--- config.mk ---
export PLATFORM = sky130hd
export DESIGN_NAME = id_ex_reg
export DESIGN_NICKNAME = d
export VERILOG_FILES = /design/src/rtl/riscv_pkg.sv /design/src/rtl/id_ex_reg_load_use_detect.sv /design/src/rtl/id_ex_reg.sv
export SDC_FILE = /design/constraint.sdc
export NUM_CORES = 1
export LEC_CHECK = 0
export BUFFER_PORTS_ARGS = -buffer_cell sky130_fd_sc_hd__buf_4
export CAP_MARGIN = 20
export CORE_MARGIN = 2
export CORE_UTILIZATION = 41
export CTS_BUF_LIST = sky130_fd_sc_hd__clkbuf_4
export DETAILED_ROUTE_END_ITERATION = 6
export GPL_ROUTABILITY_DRIVEN = 0
export PLACE_DENSITY = 0.75
export SYNTH_ARGS = -nofsm -noshare
export SYNTH_HDL_FRONTEND = slang
export SYNTH_SLANG_ARGS = --single-unit
--- constraint.sdc ---
create_clock -name clk -period 3.14 [get_ports clk]
set_input_delay 0.314 -clock clk [delete_from_list [all_inputs] [get_ports clk]]
set_output_delay 0.314 -clock clk [all_outputs]
set_load 0.005 [all_outputs]
--- src/rtl/riscv_pkg.sv ---
// Shared RV32 pipeline types: datapath widths, ALU op encoding, ID/EX control bundle.
package riscv_pkg;

  localparam int unsigned XLEN           = 32;
  localparam int unsigned REG_ADDR_WIDTH = 5;

  typedef enum logic [3:0] {
    ALU_ADD  = 4'd0,
    ALU_SUB  = 4'd1,
    ALU_AND  = 4'd2,
    ALU_OR   = 4'd3,
    ALU_XOR  = 4'd4,
    ALU_SLL  = 4'd5,
    ALU_SRL  = 4'd6,
    ALU_SRA  = 4'd7,
    ALU_SLT  = 4'd8,
    ALU_SLTU = 4'd9,
    ALU_LUI  = 4'd10,
    ALU_PASS = 4'd11
  } alu_op_e;

  typedef struct packed {
    logic    reg_write;
    logic    mem_read;
    logic    mem_write;
    logic    mem_to_reg;
    logic    alu_src;
    alu_op_e alu_op;
    logic    branch;
    logic    jump;
  } id_ex_ctrl_t;

  // What the ID/EX register does at the next edge once reset is excluded.
  typedef enum logic [1:0] {
    ACT_CAPTURE,
    ACT_FLUSH,
    ACT_HOLD,
    ACT_BUBBLE
  } ex_action_e;

  function automatic logic reg_matches(input logic                      uses,
                                       input logic [REG_ADDR_WIDTH-1:0] src,
                                       input logic [REG_ADDR_WIDTH-1:0] dst);
    return uses && (src == dst);
  endfunction

endpackage

--- src/rtl/id_ex_reg_load_use_detect.sv ---
// Load-use hazard term: EX holds a load writing a non-x0 register that the ID instruction reads.
module load_use_detect
  import riscv_pkg::*;
(
  input  logic                      ex_valid,
  input  logic                      ex_mem_read,
  input  logic [REG_ADDR_WIDTH-1:0] ex_rd_addr,
  input  logic                      id_valid,
  input  logic                      id_uses_rs1,
  input  logic                      id_uses_rs2,
  input  logic [REG_ADDR_WIDTH-1:0] id_rs1_addr,
  input  logic [REG_ADDR_WIDTH-1:0] id_rs2_addr,
  output logic                      load_use_hazard
);

  logic ex_is_load;
  logic src_match;

  always_comb begin
    ex_is_load      = ex_valid & ex_mem_read & (ex_rd_addr != '0);
    src_match       = reg_matches(id_uses_rs1, id_rs1_addr, ex_rd_addr) |
                      reg_matches(id_uses_rs2, id_rs2_addr, ex_rd_addr);
    load_use_hazard = ex_is_load & id_valid & src_match;
  end

endmodule

--- src/rtl/id_ex_reg.sv ---
// ID/EX pipeline register with load-use bubble insertion, EX flush and MEM backpressure.
// Optional saturating perf counters when ID_EX_PERF_EN is defined.
module id_ex_reg
  import riscv_pkg::*;
#(
  parameter int unsigned     XLEN     = riscv_pkg::XLEN,
  parameter logic [XLEN-1:0] RESET_PC = '0
) (
  input  logic                      clk,
  input  logic                      rst,
  input  logic                      id_valid,
  input  logic [XLEN-1:0]           id_pc,
  input  logic [REG_ADDR_WIDTH-1:0] id_rs1_addr,
  input  logic [REG_ADDR_WIDTH-1:0] id_rs2_addr,
  input  logic                      id_uses_rs1,
  input  logic                      id_uses_rs2,
  input  logic [REG_ADDR_WIDTH-1:0] id_rd_addr,
  input  logic [XLEN-1:0]           id_rs1_data,
  input  logic [XLEN-1:0]           id_rs2_data,
  input  logic [XLEN-1:0]           id_imm,
  input  id_ex_ctrl_t               id_ctrl,
  input  logic                      ex_flush,
  input  logic                      mem_stall,
  output logic                      ex_valid,
  output logic [XLEN-1:0]           ex_pc,
  output logic [XLEN-1:0]           ex_rs1_data,
  output logic [XLEN-1:0]           ex_rs2_data,
  output logic [XLEN-1:0]           ex_imm,
  output logic [REG_ADDR_WIDTH-1:0] ex_rs1_addr,
  output logic [REG_ADDR_WIDTH-1:0] ex_rs2_addr,
  output logic [REG_ADDR_WIDTH-1:0] ex_rd_addr,
  output id_ex_ctrl_t               ex_ctrl,
  output logic                      id_stall,
`ifdef ID_EX_PERF_EN
  output logic [31:0]               perf_bubbles,
  output logic [31:0]               perf_flushes,
`endif
  output logic                      load_use_hazard
);

  logic                      valid_q,    valid_d;
  logic [XLEN-1:0]           pc_q,       pc_d;
  logic [XLEN-1:0]           rs1_data_q, rs1_data_d;
  logic [XLEN-1:0]           rs2_data_q, rs2_data_d;
  logic [XLEN-1:0]           imm_q,      imm_d;
  logic [REG_ADDR_WIDTH-1:0] rs1_addr_q, rs1_addr_d;
  logic [REG_ADDR_WIDTH-1:0] rs2_addr_q, rs2_addr_d;
  logic [REG_ADDR_WIDTH-1:0] rd_addr_q,  rd_addr_d;
  id_ex_ctrl_t               ctrl_q,     ctrl_d;

  logic       hazard_raw;
  ex_action_e act;

  load_use_detect u_load_use_detect (
    .ex_valid        (valid_q),
    .ex_mem_read     (ctrl_q.mem_read),
    .ex_rd_addr      (rd_addr_q),
    .id_valid        (id_valid),
    .id_uses_rs1     (id_uses_rs1),
    .id_uses_rs2     (id_uses_rs2),
    .id_rs1_addr     (id_rs1_addr),
    .id_rs2_addr     (id_rs2_addr),
    .load_use_hazard (hazard_raw)
  );

  // Flush outranks the stall sources so a redirect is never held off.
  always_comb begin
    act = ACT_CAPTURE;
    if (ex_flush) begin
      act = ACT_FLUSH;
    end else if (mem_stall) begin
      act = ACT_HOLD;
    end else if (hazard_raw) begin
      act = ACT_BUBBLE;
    end
  end

  always_comb begin
    load_use_hazard = hazard_raw & ~rst;
    id_stall        = (hazard_raw | mem_stall) & ~ex_flush & ~rst;
  end

  always_comb begin
    valid_d    = valid_q;
    pc_d       = pc_q;
    rs1_data_d = rs1_data_q;
    rs2_data_d = rs2_data_q;
    imm_d      = imm_q;
    rs1_addr_d = rs1_addr_q;
    rs2_addr_d = rs2_addr_q;
    rd_addr_d  = rd_addr_q;
    ctrl_d     = ctrl_q;
    unique case (act)
      ACT_FLUSH, ACT_BUBBLE: begin
        // Zeroed indices keep a bubble invisible to the forwarding network.
        valid_d    = 1'b0;
        ctrl_d     = '0;
        rs1_addr_d = '0;
        rs2_addr_d = '0;
        rd_addr_d  = '0;
      end
      ACT_HOLD: begin
      end
      ACT_CAPTURE: begin
        valid_d    = id_valid;
        pc_d       = id_pc;
        rs1_data_d = id_rs1_data;
        rs2_data_d = id_rs2_data;
        imm_d      = id_imm;
        ctrl_d     = id_valid ? id_ctrl     : '0;
        rs1_addr_d = id_valid ? id_rs1_addr : '0;
        rs2_addr_d = id_valid ? id_rs2_addr : '0;
        rd_addr_d  = id_valid ? id_rd_addr  : '0;
      end
      default: begin
      end
    endcase
  end

  always_ff @(posedge clk) begin
    if (rst) begin
      valid_q    <= 1'b0;
      pc_q       <= RESET_PC;
      rs1_data_q <= '0;
      rs2_data_q <= '0;
      imm_q      <= '0;
      rs1_addr_q <= '0;
      rs2_addr_q <= '0;
      rd_addr_q  <= '0;
      ctrl_q     <= '0;
    end else begin
      valid_q    <= valid_d;
      pc_q       <= pc_d;
      rs1_data_q <= rs1_data_d;
      rs2_data_q <= rs2_data_d;
      imm_q      <= imm_d;
      rs1_addr_q <= rs1_addr_d;
      rs2_addr_q <= rs2_addr_d;
      rd_addr_q  <= rd_addr_d;
      ctrl_q     <= ctrl_d;
    end
  end

  always_comb begin
    ex_valid    = valid_q;
    ex_pc       = pc_q;
    ex_rs1_data = rs1_data_q;
    ex_rs2_data = rs2_data_q;
    ex_imm      = imm_q;
    ex_rs1_addr = rs1_addr_q;
    ex_rs2_addr = rs2_addr_q;
    ex_rd_addr  = rd_addr_q;
    ex_ctrl     = ctrl_q;
  end

`ifdef ID_EX_PERF_EN
  logic [31:0] bubbles_q, bubbles_d;
  logic [31:0] flushes_q, flushes_d;

  always_comb begin
    bubbles_d = bubbles_q;
    flushes_d = flushes_q;
    if ((act == ACT_BUBBLE) && (bubbles_q != '1)) begin
      bubbles_d = bubbles_q + 32'd1;
    end
    if ((act == ACT_FLUSH) && valid_q && (flushes_q != '1)) begin
      flushes_d = flushes_q + 32'd1;
    end
  end

  always_ff @(posedge clk) begin
    if (rst) begin
      bubbles_q <= '0;
      flushes_q <= '0;
    end else begin
      bubbles_q <= bubbles_d;
      flushes_q <= flushes_d;
    end
  end

  always_comb begin
    perf_bubbles = bubbles_q;
    perf_flushes = flushes_q;
  end
`endif

endmodule

==> impl_metrics.toml <==
[outcome]
outcome = "finished clean"

[worst_setup_path]
reg2reg_depth = 5
reg2reg_slack_ns = 0.96
crit_path_cell_trace = "nor3_1, a21oi_1, a21oi_1, nor3_1, buf_4"
cp_slowest_cell = "a21oi_1"
worstSetupStartpoint = "ex_rd_addr[0]"
worstSetupEndpointType = "output port"
required_ns = 2.83
critical_path.max_stage_delay_ns = 0.58
worstPathArrival_ns = 2.20
cp_top_family = "compound AO/OA/AOI/OAI gates"
rr_endpoint = "ex_pc[12]"
cp-start-kind = "flop"
reg2reg_from = "ex_rd_addr[0]"
worstSetupPathType = "reg -> out"
crit_buf_inv = 1
cp-endpoint = "id_stall"
crit_path_max_fanout = 5
cp.depth = 5

[cts]
cts_root_buffer = "clkbuf_4"
htreeDepth = 4
cts_tree = "yes"
cts_buffers = 17
clk_pin_slew_ns = 0.11
clock_latency_ns = 0.52
clockBufferDepth = 2
cts-resized-gates = 0
cts.sinks = 155
postCtsSetupBuffers = 0

[die]
chipHeight_um = 123
row_count = 43
start_util_pct = 41.9
core-area_mm2 = 0.0138
num_io_pins = 318
die_area_mm2 = 0.0151
die_w_um = 123

[timing]
skew_ns = 0.0196
finalCriticalPeriod_ns = 2.52
drv_slew = 0
max_slew_margin_pct = 34.3
tightest_slew_ns = 0.985
setup_tns_ns = 0
setup_viol = 0
rsz0062_at_grt = "no"
hold_viol = 0
min_period_over_period_pct = 80.1
max_freq_mhz = 397

[pwr]
p_leak_nw = 4.20
ir_worst_vdd_v = 0.000248
powerDensity_mw_per_mm2 = 387
total_power_w = 0.00384

[finish]
final_cell_mix = "buf_4, dfxtp_1, dlygate4sd3_1"
drive_above_1_share_pct = 36.1
finalNonFillerCells = 1153
synthToLayoutAreaGrowth_pct = 71.2
fin_util_pct = 71.8
layout.nets = 1122
layout.cells.most_common = "buf_4"

[placed_design]
dp.cells = 968
dp_hpwl_um = 11800
portBuffers = 317

[global_routing]
antenna_found_initial = 1
grt_pass1_vias = 5917
grt-ovfl-total = 0
grt_pass1_wl_um = 29800
grt_max_degree = 129
track_usage_pct = 25.5

[yosys]
synth_area_mm2 = 0.00580
synthDistinctLibCells = 22
synth_seq_cells = 155
synthesis.nets = 676
avgSynthCellArea_um2 = 11.3
yosys_warnings = 0
synth_cells = 515
ys_seq_area_share_pct = 53.5

[detailed_routing]
dr.pass1.iters = 4
post_drt_wl_per_cell_um = 17.1
drt-total-wl_um = 19700
vias = 5728
drc_errors = 0
ant_nets = 0
via_per_inst = 4.97
drtIter0Drc = 399

[flow_run]
maxCapViolCount = 0

[min_path]
hold_class = "in -> reg"
[cell type report]
class | count | area, µm²
multi-input cells | 312 | 2390
clock inverters | 10 | 77.6
diodes | 1 | 2.50
repair buffers | 475 | 3980
well taps | 180 | 225
clock buffers | 20 | 150
fillers | 902 | 3910
flip-flops and latches | 155 | 3100
[flip-flops by register name, indices dropped and copies added, names as in the netlist]
register	flops
ex_ctrl	11
ex_imm	32
ex_pc	32
ex_rd_addr	5
ex_rs1_addr	5
ex_rs1_data	32
ex_rs2_addr	5
ex_rs2_data	32
ex_valid	1
[Yosys cell counts]
cell       instances  area, µm²
nor2_1             3       11.3
buf_2             14       70.1
nand2_1            4       15.0
o2bb2ai_1        128       1120
a21oi_1            2       10.0
nor3_1             2       10.0
buf_4              2       15.0
nand3_1            1       5.00
buf_6             15        169
and2_1             1       6.26
clkbuf_1          16       60.1
dfxtp_1          155       3100
a2111oi_4          1       27.5
xnor2_1           10       87.6
o22ai_2            1       12.5
buf_1              1       3.75
nand4_1            2       12.5
nand2b_1         128        801
a211oi_1           1       7.51
a21o_1             1       7.51
a22o_1            26        228
a211oi_2           1       12.5
[metal layers]
metal | up-vias | global-route usage [%] | share of wire [%]
met2 | 258 | 45.7 | 51
met3 | 42 | 8.35 | 7.7
met5 | - | 0 | 0
met4 | 0 | 12.2 | 3.2
li1 | 2752 | - | -
met1 | 2676 | 26.8 | 38
[worst min-delay path by stage]
stage	start	end	depth (start not counted)
global placement	ex_rs1_data[29]	ex_rs1_data[29]	2
floorplan	id_imm[0]	ex_imm[0]	1
CTS	mem_stall	ex_valid	3
detailed placement	ex_imm[31]	ex_imm[31]	2
finish	mem_stall	ex_valid	3
global route	mem_stall	ex_valid	3
[metrics by stage]
| stage | setup slack (ns) | hold slack, ns | instance area [µm²] |
|---|---|---|---|
| detailed placement | 1.02 | 0.467 | 8150 |
| global route | 0.479 | 0.153 | 9920 |
| CTS | 0.627 | 0.126 | 9920 |
| global placement | 1.14 | 0.456 | 8150 |
| floorplan | 1.53 | 0.431 | 5800 |
| finish | 0.624 | 0.217 | 9920 |
[worst reg2reg max path: cells and delay by family, from the launching register on]
family          cells  cell delay, ns
compound gates      3            1.07
buf+inv             1            0.44
flops               1            0.40
simple gates        1            0.20
[logic make-up (layout without fill, tap and decap cells)]
group / count (synthesis) / in the layout / synth area share [%]
and+or+nand+nor: 141 / 141 / 14.9
AOI/OAI and AO/OA: 161 / 161 / 24.6
other: 0 / 1 / 0
buffers and inverters: 48 / 505 / 5.48
xor gates and xnor gates: 10 / 10 / 1.51
DFF: 155 / 155 / 53.5
[where the power goes]
part / switching [W] / internal (W)
Sequential: 0.0000530 / 0.00205
Combinational: 0.000245 / 0.000441
Clock: 0.000649 / 0.000400
Total: 0.000948 / 0.00289
[what timing repair did]
item | in CTS | in global routing
hold endpoints to repair | 154 | 0
endpoints found under the setup margin | 0 | 0
hold buffers | 154 | 0
(Power assumes the default switching activity.)
